[src/rtl/wb_arbiter.sv]
// ============================================================================
// wb_arbiter
// ----------------------------------------------------------------------------
// Five-way request arbiter feeding a single registered output slot.
//
// Each cycle in which the output slot can be loaded (it is empty, or the
// downstream consumer is taking the current entry), one valid requester is
// granted through a combinational one-hot req_ready. On that clock edge its
// payload and index are captured into the output register. A consumed entry
// is replaced on the same edge, so a continuous stream moves one transfer
// per cycle.
//
// Configuration macro:
//   WB_ARB_RR_EN  defined   -> round-robin arbitration with a rotating
//                              priority pointer
//                 undefined -> fixed priority, requester 0 highest, no
//                              pointer state
//
// Parameters:
//   DATA_W     payload width per requester and of out_data
//   N_REQ      number of requesters (5; the index is a 3-bit select)
//
// Ports:
//   clk        clock, all state updates on the rising edge
//   resetn     asynchronous active-low reset
//   req_valid  [N_REQ-1:0]          per-requester valid, bit i = requester i
//   req_data   [N_REQ*DATA_W-1:0]   per-requester payload, slice i = req i
//   req_ready  [N_REQ-1:0]          per-requester accept, one-hot or zero
//   out_valid  output register holds a granted payload
//   out_data   [DATA_W-1:0]         registered payload of the winner
//   out_src    [2:0]                registered index of the winner
//   out_ready  downstream accepts out_data this cycle
// ============================================================================
module wb_arbiter #(
    parameter int DATA_W = 64,
    parameter int N_REQ  = 5
) (
    input  logic                    clk,
    input  logic                    resetn,
    input  logic [N_REQ-1:0]        req_valid,
    input  logic [N_REQ*DATA_W-1:0] req_data,
    output logic [N_REQ-1:0]        req_ready,
    output logic                    out_valid,
    output logic [DATA_W-1:0]       out_data,
    output logic [2:0]              out_src,
    input  logic                    out_ready
);

    typedef enum logic {
        EMPTY = 1'b0,
        FULL  = 1'b1
    } state_t;

    state_t     state;
    state_t     state_next;

    logic       load;        // output slot may take a new entry this cycle
    logic       grant_any;   // at least one eligible requester found
    logic [2:0] grant_idx;   // index of the chosen requester
    logic       grant;       // a transfer happens on the next edge

`ifdef WB_ARB_RR_EN
    // Highest-priority requester index for the next arbitration.
    logic [2:0] ptr;
`endif

    // ------------------------------------------------------------------
    // Winner selection
    // ------------------------------------------------------------------
    // NOTE: every signal written in an always_comb block gets a default at
    // the top; a path that leaves one unassigned would infer a latch.
    always_comb begin
        grant_any = 1'b0;
        grant_idx = 3'd0;
`ifdef WB_ARB_RR_EN
        // Scan ptr, ptr+1, ... wrapping at N_REQ; the first valid wins.
        for (int k = 0; k < N_REQ; k++) begin
            int idx;
            idx = int'(ptr) + k;
            if (idx >= N_REQ) begin
                idx = idx - N_REQ;
            end
            if (!grant_any && req_valid[idx]) begin
                grant_any = 1'b1;
                grant_idx = 3'(idx);
            end
        end
`else
        // Scan from the lowest priority upward so the lowest valid index
        // is the last (and therefore final) assignment.
        for (int k = N_REQ - 1; k >= 0; k--) begin
            if (req_valid[k]) begin
                grant_any = 1'b1;
                grant_idx = 3'(k);
            end
        end
`endif
    end

    assign load  = (state == EMPTY) || out_ready;
    assign grant = load && grant_any;

    // req_ready is combinational and must read zero throughout reset,
    // independent of the registered state.
    always_comb begin
        req_ready = '0;
        if (resetn && grant) begin
            req_ready = {{(N_REQ-1){1'b0}}, 1'b1} << grant_idx;
        end
    end

    // ------------------------------------------------------------------
    // Output-slot FSM
    // ------------------------------------------------------------------
    always_comb begin
        state_next = state;
        case (state)
            EMPTY: begin
                if (grant) begin
                    state_next = FULL;
                end
            end
            FULL: begin
                // Holding while out_ready=0; otherwise refill or drain.
                if (out_ready) begin
                    state_next = grant ? FULL : EMPTY;
                end
            end
            default: state_next = EMPTY;
        endcase
    end

    // NOTE: sequential state uses non-blocking assignments so every register
    // samples the pre-edge values, independent of block ordering.
    always_ff @(posedge clk or negedge resetn) begin
        if (!resetn) begin
            state <= EMPTY;
        end else begin
            state <= state_next;
        end
    end

    assign out_valid = (state == FULL);

    // ------------------------------------------------------------------
    // Output payload register
    // ------------------------------------------------------------------
    // NOTE: the payload register is reset to zero even though consumers
    // ignore it while EMPTY, so the post-reset output is deterministic.
    always_ff @(posedge clk or negedge resetn) begin
        if (!resetn) begin
            out_data <= '0;
            out_src  <= 3'd0;
        end else if (grant) begin
            out_data <= req_data[int'(grant_idx)*DATA_W +: DATA_W];
            out_src  <= grant_idx;
        end
    end

`ifdef WB_ARB_RR_EN
    // ------------------------------------------------------------------
    // Round-robin pointer: the requester after the winner becomes the
    // highest priority; unchanged when nothing is granted.
    // ------------------------------------------------------------------
    always_ff @(posedge clk or negedge resetn) begin
        if (!resetn) begin
            ptr <= 3'd0;
        end else if (grant) begin
            ptr <= (int'(grant_idx) == N_REQ - 1) ? 3'd0 : grant_idx + 3'd1;
        end
    end
`endif

endmodule
[config.mk]
export PLATFORM = sky130hd
export DESIGN_NAME = wb_arbiter
export DESIGN_NICKNAME = d
export VERILOG_FILES = /design/src/rtl/wb_arbiter.sv
export SDC_FILE = /design/constraint.sdc
export NUM_CORES = 1
export LEC_CHECK = 0
export BUFFER_PORTS_ARGS = -buffer_cell sky130_fd_sc_hd__buf_2
export CAP_MARGIN = 10
export CORE_AREA = 2 2 157 159
export DETAILED_ROUTE_END_ITERATION = 7
export DIE_AREA = 0 0 159 161
export PLACE_DENSITY_LB_ADDON = 0.3
export SETUP_SLACK_MARGIN = 0.3
export SLEW_MARGIN = 20
export SYNTH_ARGS = -nofsm -noshare
export SYNTH_HDL_FRONTEND = slang
export SYNTH_SLANG_ARGS = --single-unit
[constraint.sdc]
create_clock -name clk -period 2.8 [get_ports clk]
set_clock_uncertainty 0.15 [all_clocks]
set_input_delay 0.56 -clock clk [delete_from_list [all_inputs] [get_ports clk]]
set_output_delay 0.56 -clock clk [all_outputs]
set_load 0.02 [all_outputs]
# Yosys cells after proc, flatten, opt, wreduce, memory -nomap -nowiden
# Index checks and enable logic that the tools add are counted.
[word_totals]
regBits = 68
inputBits = 328
output_inout_bits = 73
[op_classes]
n_shift = 2
mux = 14
bitwise = 1
n_reduce_logical = 3
[op_table]
columns = ["operator", "count"]
rows = [
  ["$shiftx A320 B10 Y64", 1],
  ["$mux W3", 5],
  ["$mux W1", 7],
  ["$mux W5", 1],
  ["$shl A1 B3 Y5 const A", 1],
  ["$logic_and A1 B1 Y1", 2],
  ["$pmux W1 S2", 1],
  ["$logic_or A1 B1 Y1", 1],
  ["$not A1 Y1", 1],
]

# Depth between registers and ports, before layout
# Gate-level depths: netlist of the first run.
[depth]
depth_word = 9
depth_mapped = 7
mapped_depth_nobuf = 4

# Worst setup path before layout of the first run
# OpenSTA, ideal clock, no wires.
[synth_path]
path_kind = "input to output"
startpoint = "in req_valid[0]"
endpoint = "out req_ready[4]"
t_arrival_ps = 1779
required_time_ps = 2090
setup_slack_ps = 311
cell_stages = 5
path_cell_list = "buf_2 -> or4_4 -> nor3_2 -> buf_2 -> and2_1"
[synth_between]
elab_chain_cells = 4
elab_cells_between_ends = 6
classes_between = "1 x shift; 3 x mux; 2 x reduce/logical"
[synth_rtl]
columns = ["element", "line_no", "source"]
rows = [
  ["start, declared", "40", "input logic [N_REQ-1:0] req_valid,"],
  ["$mux W1", "92", "if (req_valid[k]) begin"],
  ["$logic_and A1 B1 Y1", "101", "assign grant = load && grant_any;"],
  ["$logic_and A1 B1 Y1", "107", "if (resetn && grant) begin"],
  ["$mux W5 (*)", "107", ""],
  ["end, declared", "42", "output logic [N_REQ-1:0] req_ready,"],
]
# Every way passes the cells marked *; elsewhere a longest branch is shown, timed or not.

# Final worst setup path of the first run
[layout_path]
startpoint = "in req_valid[2]"
endpoint = "out req_ready[4]"
[layout_between]
elab_chain_cells = 6
elab_cells_between_ends = 10
classes_between = "1 x shift; 7 x mux; 2 x reduce/logical"
[layout_rtl]
columns = ["element", "line_no"]
rows = [
  ["$mux W1 (3 in a row)", "92"],
  ["$logic_and A1 B1 Y1", "101"],
  ["$logic_and A1 B1 Y1", "107"],
  ["$mux W5 (*)", "107"],
]
# Marked as above.

==> results of run 1 <==
-- per-stage QoR --
stage	utilization (%)	hold WS, ps
after floorplan	-	114
after global placement	26.4	311
final	27.7	170
after detailed placement	26.4	312
after CTS	27.7	184
after global routing	27.7	216
-- final timing paths --
kind                                    start      endpoint
worst max-delay path             req_valid[2]  req_ready[4]
worst min-delay path                   resetn  out_data[50]
worst max register to register      out_valid  out_data[34]
worst min register to register     out_src[0]    out_src[0]
max in group asynchronous              resetn  out_data[13]
min in group clk                req_data[302]  out_data[46]
-- cell families (layout without fill, tap and decap cells) --
kind of cell	after synthesis	in the layout	synth area share, %
buffers and inverters	55	440	5.89
flip-flops	68	68	43.5
other	0	1	0
AND/OR/NAND/NOR	91	91	11.1
AO/OA/AOI/OAI	212	212	39.5
-- power groups by stage --
stage               Combinational (mW)  Clock, mW  Sequential [mW]
floorplan                        0.300          0             1.35
global placement                 0.960          0             1.19
detailed placement               0.967          0             1.19
CTS                              0.968       1.31             1.18
global route                      1.05       1.36             1.19
finish                           0.958       1.26             1.18
-- synthesized netlist by cell type (all sizes together) --
| library cell | instances |
|---|---|
| a21oi | 15 |
| a221o | 2 |
| a221oi | 9 |
| a222oi | 53 |
| a22oi | 10 |
| a31oi | 53 |
| and2 | 1 |
| and3 | 4 |
| buf | 25 |
| clkbuf | 27 |
| dfrtp | 68 |
| inv | 3 |
| nand2 | 64 |
| nand2b | 1 |
| nand3 | 2 |
| nand3b | 8 |
| nor2 | 3 |
| nor2b | 2 |
| nor3 | 2 |
| nor3b | 1 |
| nor4 | 1 |
| nor4b | 1 |
| o21a | 1 |
| o21ai | 11 |
| o22ai | 56 |
| o31ai | 1 |
| o41ai | 1 |
| or4 | 1 |
-- cell type report --
cell class | instances | area share, %
flip-flops and latches | 68 | 25.6
multi-input cells | 303 | 30.5
clock inverters | 4 | 1.09
diodes | 1 | 0.0377
repair buffers | 421 | 32.8
clock buffers | 12 | 3.71
inverters | 3 | 0.169
well taps | 324 | 6.10
-- flip-flops by register name, indices dropped and copies added, names as in the netlist --
register	count
out_data	64
out_src	3
out_valid	1
-- per-layer routing --
| layer | global-route usage [%] | vias to the layer above |
|---|---|---|
| li1 | - | 2541 |
| met1 | 18.9 | 2630 |
| met2 | 26.3 | 269 |
| met3 | 3.18 | 21 |
| met4 | 5.25 | 0 |
| met5 | 0 | - |
-- repair_timing --
action	in CTS	in global routing
hold buffers	0	0
resized for setup	0	2
setup buffers	0	0
setup endpoints to repair	0	1
==> metrics.csv, run 1 <==
metric,value,unit
layout cells sized above 1,54.9,%
Psw,1.05,mW
Final setup viols,0,
"Clk pin slew, worst setup/hold paths",60,ps
Crit path depth,5,
Syn Nets,754,
R2R cell count,4,
PD cells,510,nW/um^2
internal power,2.34,mW
Mapped Cells,426,
"Cell Area, Placed",6310,um^2
critical path's top delay family,simple AND/OR/NAND/NOR gates,
Post-Place Cells,1119,
Worst Path Max Fanout,7,
Core ar.,24000,um^2
Die H,161,um
Sw Share,31.1,%
hold violation total from the final report,0,
Mapped Area,3910,um^2
wire length on met2,9.82,mm
DRC,0,
peak supply drop,0.000188,V
overall routing resource usage,15.2,%
final instance area,6650,um^2
# clock sinks,68,
Worst Path Buf+Inv,2,
fin cells,1136,
Synth area leader,dfrtp_1,
vias in the first global route,5565,
most frequent cells in the layout,"398 x buf_2, 68 x dfrtp_1, 64 x nand2_1",
Avg Vias per Cell,4.81,
DIE AREA,25600,um^2
"commonest non-fill, non-tap cell in the layout",buf_2,
R2R Setup Slk,760,ps
sequential area share after synthesis,43.5,%
Synth Register Bits,68,
number of max-cap violations,0,
"Avg Cell Area, Syn",9.18,um^2
final worst-path cycle share,86.8,%
final wirelength,19.9,mm
via count,5461,
RSZ-0062 raised after global routing,false,
M1 WL,8.39,mm
initial core utilization,16.3,%
Routed Antenna Nets,0,
FP Rows,57,
Slew Limit Fails,0,
setup TNS,0,ps
Worst setup EP type,output port,
share of total power in sequential cells,34.7,%
Cell variety after synth,32,
CP peak stage delay,580,ps
P&R area growth vs syn,70.0,%
area of the multi-input gates,2030,um^2
NumNets Final,1134,
Placer Congestion,0.806,
power share of the clock group,37.0,%
Reg area,1700,um^2
total grt overflow,0,
Worst Tran Pin Value,771,ps
Top Metal Used,met4,
number of I/O port buffers,400,
status,finished clean,
combinational share of power,28.3,%
HPWL after detailed placement,15.0,mm
metal3 WL,1.32,mm
Synth area leaders,"dfrtp_1 44%, a222oi_1 14%, o22ai_1 9.0%",
slowest cell on the critical path,or4_4,
Clock H-tree levels,3,
Max clock buf depth,2,
I/O pin total,401,
root buf cell,clkbuf_16,
critical path cell sequence,buf_2 -> or4_4 -> nor3_4 -> and2_1 -> buf_4,
wire per inst,17.5,um
clock latency on the worst-skew pair,330,ps
First-pass DRT Iterations,7,
overall power,3.39,mW
Yosys warning count,0,
TritonCTS clock tree,done,
first-pass GRT wire length,30.9,mm
pre-CTS WS,262,ps
Worst slew margin,48.5,%
Crit Path Category,input pin to output port,
DIE WIDTH,159,um
final setup margin,371,ps
initial DRC count,396,
fmax,0.412,GHz
critical path startpoint category,input pin,
Hold Path Class,input pin to asynchronous set/reset pin,
Num CTS Buffers,9,
post-layout min period,2430,ps
Worst EP arrival,1720,ps
Yosys top cell area share,43.5,%
initial antenna violation count,1,
worst path required time,2090,ps
pin count of the biggest net entering global routing,65,
fill cell count,2672,
Pleak,3.12,nW
No activity file was read; power rests on OpenSTA's default activity.
==> run 2: changes to the inputs <==
ABC_AREA = 1   (was not set)
CORE_AREA = 2 2 156 158   (was 2 2 157 159)
DIE_AREA = 0 0 158 160   (was 0 0 159 161)
==> metrics.csv, run 2 <==
metric,value,unit,change
Pleak,5.31,nW,+70%
WHS,175,ps,+4.91 ps
wire length on met2,12.7,mm,+29%
metal3 WL,2.30,mm,+75%
number of max-cap violations,0,,unchanged
CP peak stage delay,250,ps,-330 ps
DIE AREA,25300,um^2,-1.2%
Routed Antenna Nets,0,,unchanged
initial core utilization,24.8,%,+8.5 points
Synth Register Bits,68,,unchanged
slowest cell on the critical path,clkinvlp_4,,
PD cells,429,nW/um^2,-16%
share of total power in sequential cells,32.9,%,-1.8 points
vias in the first global route,7365,,+32%
Mapped Cells,1031,,+140%
critical path cell sequence,buf_2 -> clkinvlp_4 -> nand2_2 -> nand2_2 -> inv_1 -> nand3_1 -> nor2_1 -> buf_2,,
"Clk pin slew, worst setup/hold paths",60,ps,about the same
P&R area growth vs syn,44.1,%,
Slew Limit Fails,0,,unchanged
max reg flops,64,,unchanged
Synth area leaders,"dfrtp_1 29%, nand3_1 23%, nand2_1 13%",,
I/O pin total,401,,unchanged
Top Metal Used,met5,,
Placer Congestion,0.832,,+3.2%
setup TNS,0,ps,unchanged
post-layout min period,2390,ps,-39.8 ps
via count,7787,,+43%
RSZ-0062 raised after global routing,false,,
internal power,2.32,mW,-0.45%
Yosys top cell area share,28.8,%,-15 points
overall power,3.66,mW,+7.9%
overall routing resource usage,20.1,%,+4.8 points
number of synthesized flops with an enable pin,0,,unchanged
First-pass DRT Iterations,5,,-2
CTS Hold Buffers Added,0,,unchanged
hold violation total from the final report,0,,unchanged
layout cells sized above 1,32.1,%,-23 points
NumNets Final,1715,,+51%
clock latency on the worst-skew pair,340,ps,about the same
Mapped Area,5910,um^2,+51%
"Avg Cell Area, Syn",5.73,um^2,-38%
wire per inst,15.3,um,-13%
"count leader, synth",nand3_1,,
fin cells,1716,,+51%
Cell variety after synth,19,,-41%
number of I/O port buffers,400,,unchanged
Yosys warning count,0,,unchanged
Avg Vias per Cell,4.54,,-5.6%
Die H,160,um,-0.62%
most frequent cells in the layout,"399 x buf_2, 269 x nand3_1, 209 x nand2_1",,
Max clock buf depth,2,,unchanged
HPWL after detailed placement,19.8,mm,+32%
post-synthesis async set-or-reset flop share,100,%,unchanged
Num CTS Buffers,9,,unchanged
final wirelength,26.3,mm,+32%
final worst-path cycle share,85.3,%,-1.4 points
Post-Place Cells,1700,,+52%
initial antenna violation count,3,,+2
Final setup viols,0,,unchanged
Worst slew margin,64.4,%,+16 points
Worst setup EP type,output port,,
Sw Share,36.4,%,+5.3 points
cts repair resizes,0,,unchanged
Core ar.,23800,um^2,-0.60%
M1 WL,10.6,mm,+26%
Synth area leader,dfrtp_1,,
root buf cell,clkbuf_16,,
Clock H-tree levels,3,,unchanged
FF-to-FF Start,out_valid,,
Critical path origin,req_valid[0],,
peak supply drop,0.000212,V,+13%
DRC,0,,unchanged
power share of the clock group,32.0,%,-5.0 points
pin count of the biggest net entering global routing,70,,+7.7%
Worst Tran Pin Value,534,ps,-237 ps
status,finished clean,,
worst path required time,2090,ps,about the same
first-pass GRT wire length,39.4,mm,+27%
FP Rows,57,,unchanged
initial DRC count,502,,+27%
TritonCTS clock tree,done,,
Hold Path Class,input pin to asynchronous set/reset pin,,
"Top FF cell, synth",dfrtp_1,,
critical path startpoint category,input pin,,
most common library cells after synthesis,"270 x nand3_1, 212 x nand2_1, 209 x inv_1, 68 x dfrtp_1, 66 x nor2_1",,
final core utilization,35.8,%,+8.0 points
setup bufs post-CTS,0,,unchanged
"commonest non-fill, non-tap cell in the layout",buf_2,,
Worst Path Max Fanout,12,,+5
Biggest register,out_data,,
combinational share of power,35.1,%,+6.8 points
DIE WIDTH,158,um,-0.63%
Syn Nets,1359,,+80%
fmax,0.418,GHz,+1.7%
Worst EP arrival,1680,ps,-40 ps
Crit Path Category,input pin to output port,,
sequential area share after synthesis,28.8,%,-15 points
Psw,1.33,mW,+26%
total grt overflow,0,,unchanged
# clock sinks,68,,unchanged
[run 2: final timing paths]
path,endpoint,slack (ps),cells past startpoint
max,req_ready[0],410,8
min,out_data[62],180,2
min reg2reg,out_data[57],330,2
max reg2reg,out_data[31],1240,5
min in group clk,out_data[57],330,2
max in group asynchronous,out_data[47],1370,3
[run 2: logic make-up after synthesis]
| family | Yosys count | synth area share, % |
|---|---|---|
| compound gates | 121 | 10.2 |
| buf+inv | 285 | 19.3 |
| flops | 68 | 28.8 |
| simple gates | 557 | 41.6 |
[run 2: per-stage QoR]
step	worst slack [ps]	area, um^2
floorplan	410	5910
global placement	455	8220
detailed placement	415	8220
CTS	406	8510
global route	306	8520
finish	410	8520
[run 2: layout make-up]
type                       instances  area (um^2)
fill                            2781        15300
multi-input combinational        678         3100
timing repair buffer             419         2220
sequential                        68         1700
inverter                         211          796
tap                              324          405
clock buffer                      11          243
clock inverter                     4         50.0
antenna                            1         2.50
[run 2: worst max-delay path, delay by kind of cell]
family                 cells  cell delay, ps
and+or+nand+nor            4             460
buffers and inverters      4             650
[run 2: metal layers]
layer	up-vias	global-route usage, %
met5	-	0
met4	4	7.62
met3	36	4.61
met2	360	34.4
met1	3450	24.3
li1	3937	-
[run 2: power by group through the flow]
| stage | Combinational, mW | Sequential, mW | Clock [mW] |
|---|---|---|---|
| after floorplan | 0.526 | 1.39 | 0 |
| after global placement | 1.29 | 1.22 | 0 |
| after detailed placement | 1.29 | 1.22 | 0 |
| after CTS | 1.30 | 1.20 | 1.22 |
| after global routing | 1.43 | 1.22 | 1.27 |
| final | 1.28 | 1.20 | 1.17 |
==> run 3: changes to the inputs <==
PLACE_DENSITY_LB_ADDON = not set   (was 0.3)
clock period = 2.7 ns   (was 2.8 ns; I/O delays follow)
==> metrics.csv, run 3 (synthesized netlist as in run 2, its figures left out) <==
metric,value,unit,change
total inserted antenna cells,0,,-1
worst path required time,2010,ps,-80 ps
NumNets Final,1716,,+0.058%
Routed Antenna Nets,0,,unchanged
"commonest non-fill, non-tap cell in the layout",buf_2,,
RSZ-0062 raised after global routing,false,,
wire per inst,15.6,um,+1.7%
DIE WIDTH,158,um,unchanged
TritonCTS clock tree,done,,
Worst slew margin,62.4,%,-2.0 points
PD cells,447,nW/um^2,+4.2%
most frequent cells in the layout,"399 x buf_2, 269 x nand3_1, 209 x inv_1",,
"Clk pin slew, worst setup/hold paths",60,ps,about the same
Die H,160,um,unchanged
final wirelength,26.7,mm,+1.7%
Hold Path Class,input pin to asynchronous set/reset pin,,
final core utilization,35.7,%,-0.037 points
CTS Hold Buffers Added,0,,unchanged
Worst setup EP type,output port,,
fmax,0.449,GHz,
Post-Place Cells,1701,,+0.059%
Crit Path Category,register to output port,,
First-pass DRT Iterations,5,,unchanged
layout cells sized above 1,32.1,%,+0.049 points
overall routing resource usage,20.4,%,+0.33 points
first-pass GRT wire length,40.0,mm,+1.5%
critical path cell sequence,nand2_2 -> nand3_1 -> or2_2 -> inv_1 -> buf_2,,
initial core utilization,24.8,%,unchanged
Final setup viols,0,,unchanged
hold violation total from the final report,0,,unchanged
root buf cell,clkbuf_16,,
Placer Congestion,0.874,,+5.1%
setup TNS,0,ps,unchanged
fill cell count,2727,,-1.9%
clock latency on the worst-skew pair,330,ps,about the same
Clock H-tree levels,3,,unchanged
Core ar.,23800,um^2,unchanged
pin count of the biggest net entering global routing,70,,unchanged
P&R area growth vs syn,43.9,%,
I/O pin total,401,,unchanged
Worst Path Buf+Inv,2,,-2
number of max-cap violations,0,,unchanged
CP peak stage delay,400,ps,+150 ps
vias in the first global route,7555,,+2.6%
Biggest register,out_data,,
# clock sinks,68,,unchanged
final worst-path cycle share,82.5,%,
critical path startpoint category,register,,
total grt overflow,0,,unchanged
Max clock buf depth,2,,unchanged
HPWL after detailed placement,20.5,mm,+3.6%
Worst EP arrival,1540,ps,-140 ps
DRC,0,,unchanged
Worst Path Max Fanout,5,,-7
post-layout min period,2230,ps,
Worst Tran Pin Value,564,ps,+30.1 ps
status,finished clean,,
final setup margin,473,ps,+63.0 ps
via count,7946,,+2.0%
max reg flops,64,,unchanged
pre-CTS WS,466,ps,+50.8 ps
fin cells,1716,,unchanged
FP Rows,57,,unchanged
peak supply drop,0.000200,V,-5.6%
Num CTS Buffers,9,,unchanged
slowest cell on the critical path,dfrtp_1,,
DIE AREA,25300,um^2,unchanged
Pleak,5.32,nW,+0.10%
initial antenna violation count,2,,-1
initial DRC count,465,,-7.4%
Avg Vias per Cell,4.63,,+2.0%
critical path's top delay family,simple AND/OR/NAND/NOR gates,,
Slew Limit Fails,0,,unchanged
number of I/O port buffers,400,,unchanged
==> run 3: changes by cell type in the layout (fill, tap and decap cells not counted), sizes merged <==
cell      before  now
diode          1    0
clkinvlp       3    2
buf          419  420
inv          210  211
==> run 3: layout make-up <==
| cell class | count | area, um^2 | share of cell area (%) |
|---|---|---|---|
| timing repair buffer | 420 | 2220 | 26.1 |
| sequential | 68 | 1700 | 20.0 |
| clock buffer | 11 | 243 | 2.85 |
| clock inverter | 4 | 50.0 | 0.588 |
| tap | 324 | 405 | 4.76 |
| multi-input combinational | 678 | 3100 | 36.4 |
| inverter | 211 | 792 | 9.31 |
==> run 3: per-stage QoR <==
step	power [mW]	hold slack [ps]	area, um^2
after floorplan	1.99	94.4	5910
after global placement	2.60	313	8210
after detailed placement	2.62	321	8210
after CTS	3.87	169	8510
after global routing	4.07	192	8510
final	3.81	150	8510
==> run 3: power breakdown <==
group	switching (mW)	internal (mW)
sequential	0.0839	1.17
combinational	0.832	0.510
clock	0.481	0.735
==> run 3: repair_timing <==
action,in CTS,in global routing
setup endpoints to repair,0,1
gates resized for setup,0,1
buffers inserted,0,0
==> run 3: path summary, 6_finish.rpt <==
| path | start | cells past startpoint | slack [ps] | to |
|---|---|---|---|---|
| worst max-delay path | out_valid | 5 | 470 | req_ready[1] |
| worst min-delay path | resetn | 2 | 150 | out_data[5] |
| worst max register to register | out_valid | 5 | 1070 | out_data[5] |
| worst min register to register | out_data[49] | 2 | 330 | out_data[49] |
| max in group asynchronous | resetn | 3 | 1330 | out_data[4] |
| min in group clk | out_data[49] | 2 | 330 | out_data[49] |
==> run 3: layer usage <==
layer	global-route usage [%]	wire length, um
met2	36.0	13100
met1	23.9	10600
met3	4.67	2190
met5	0	24
met4	7.49	815
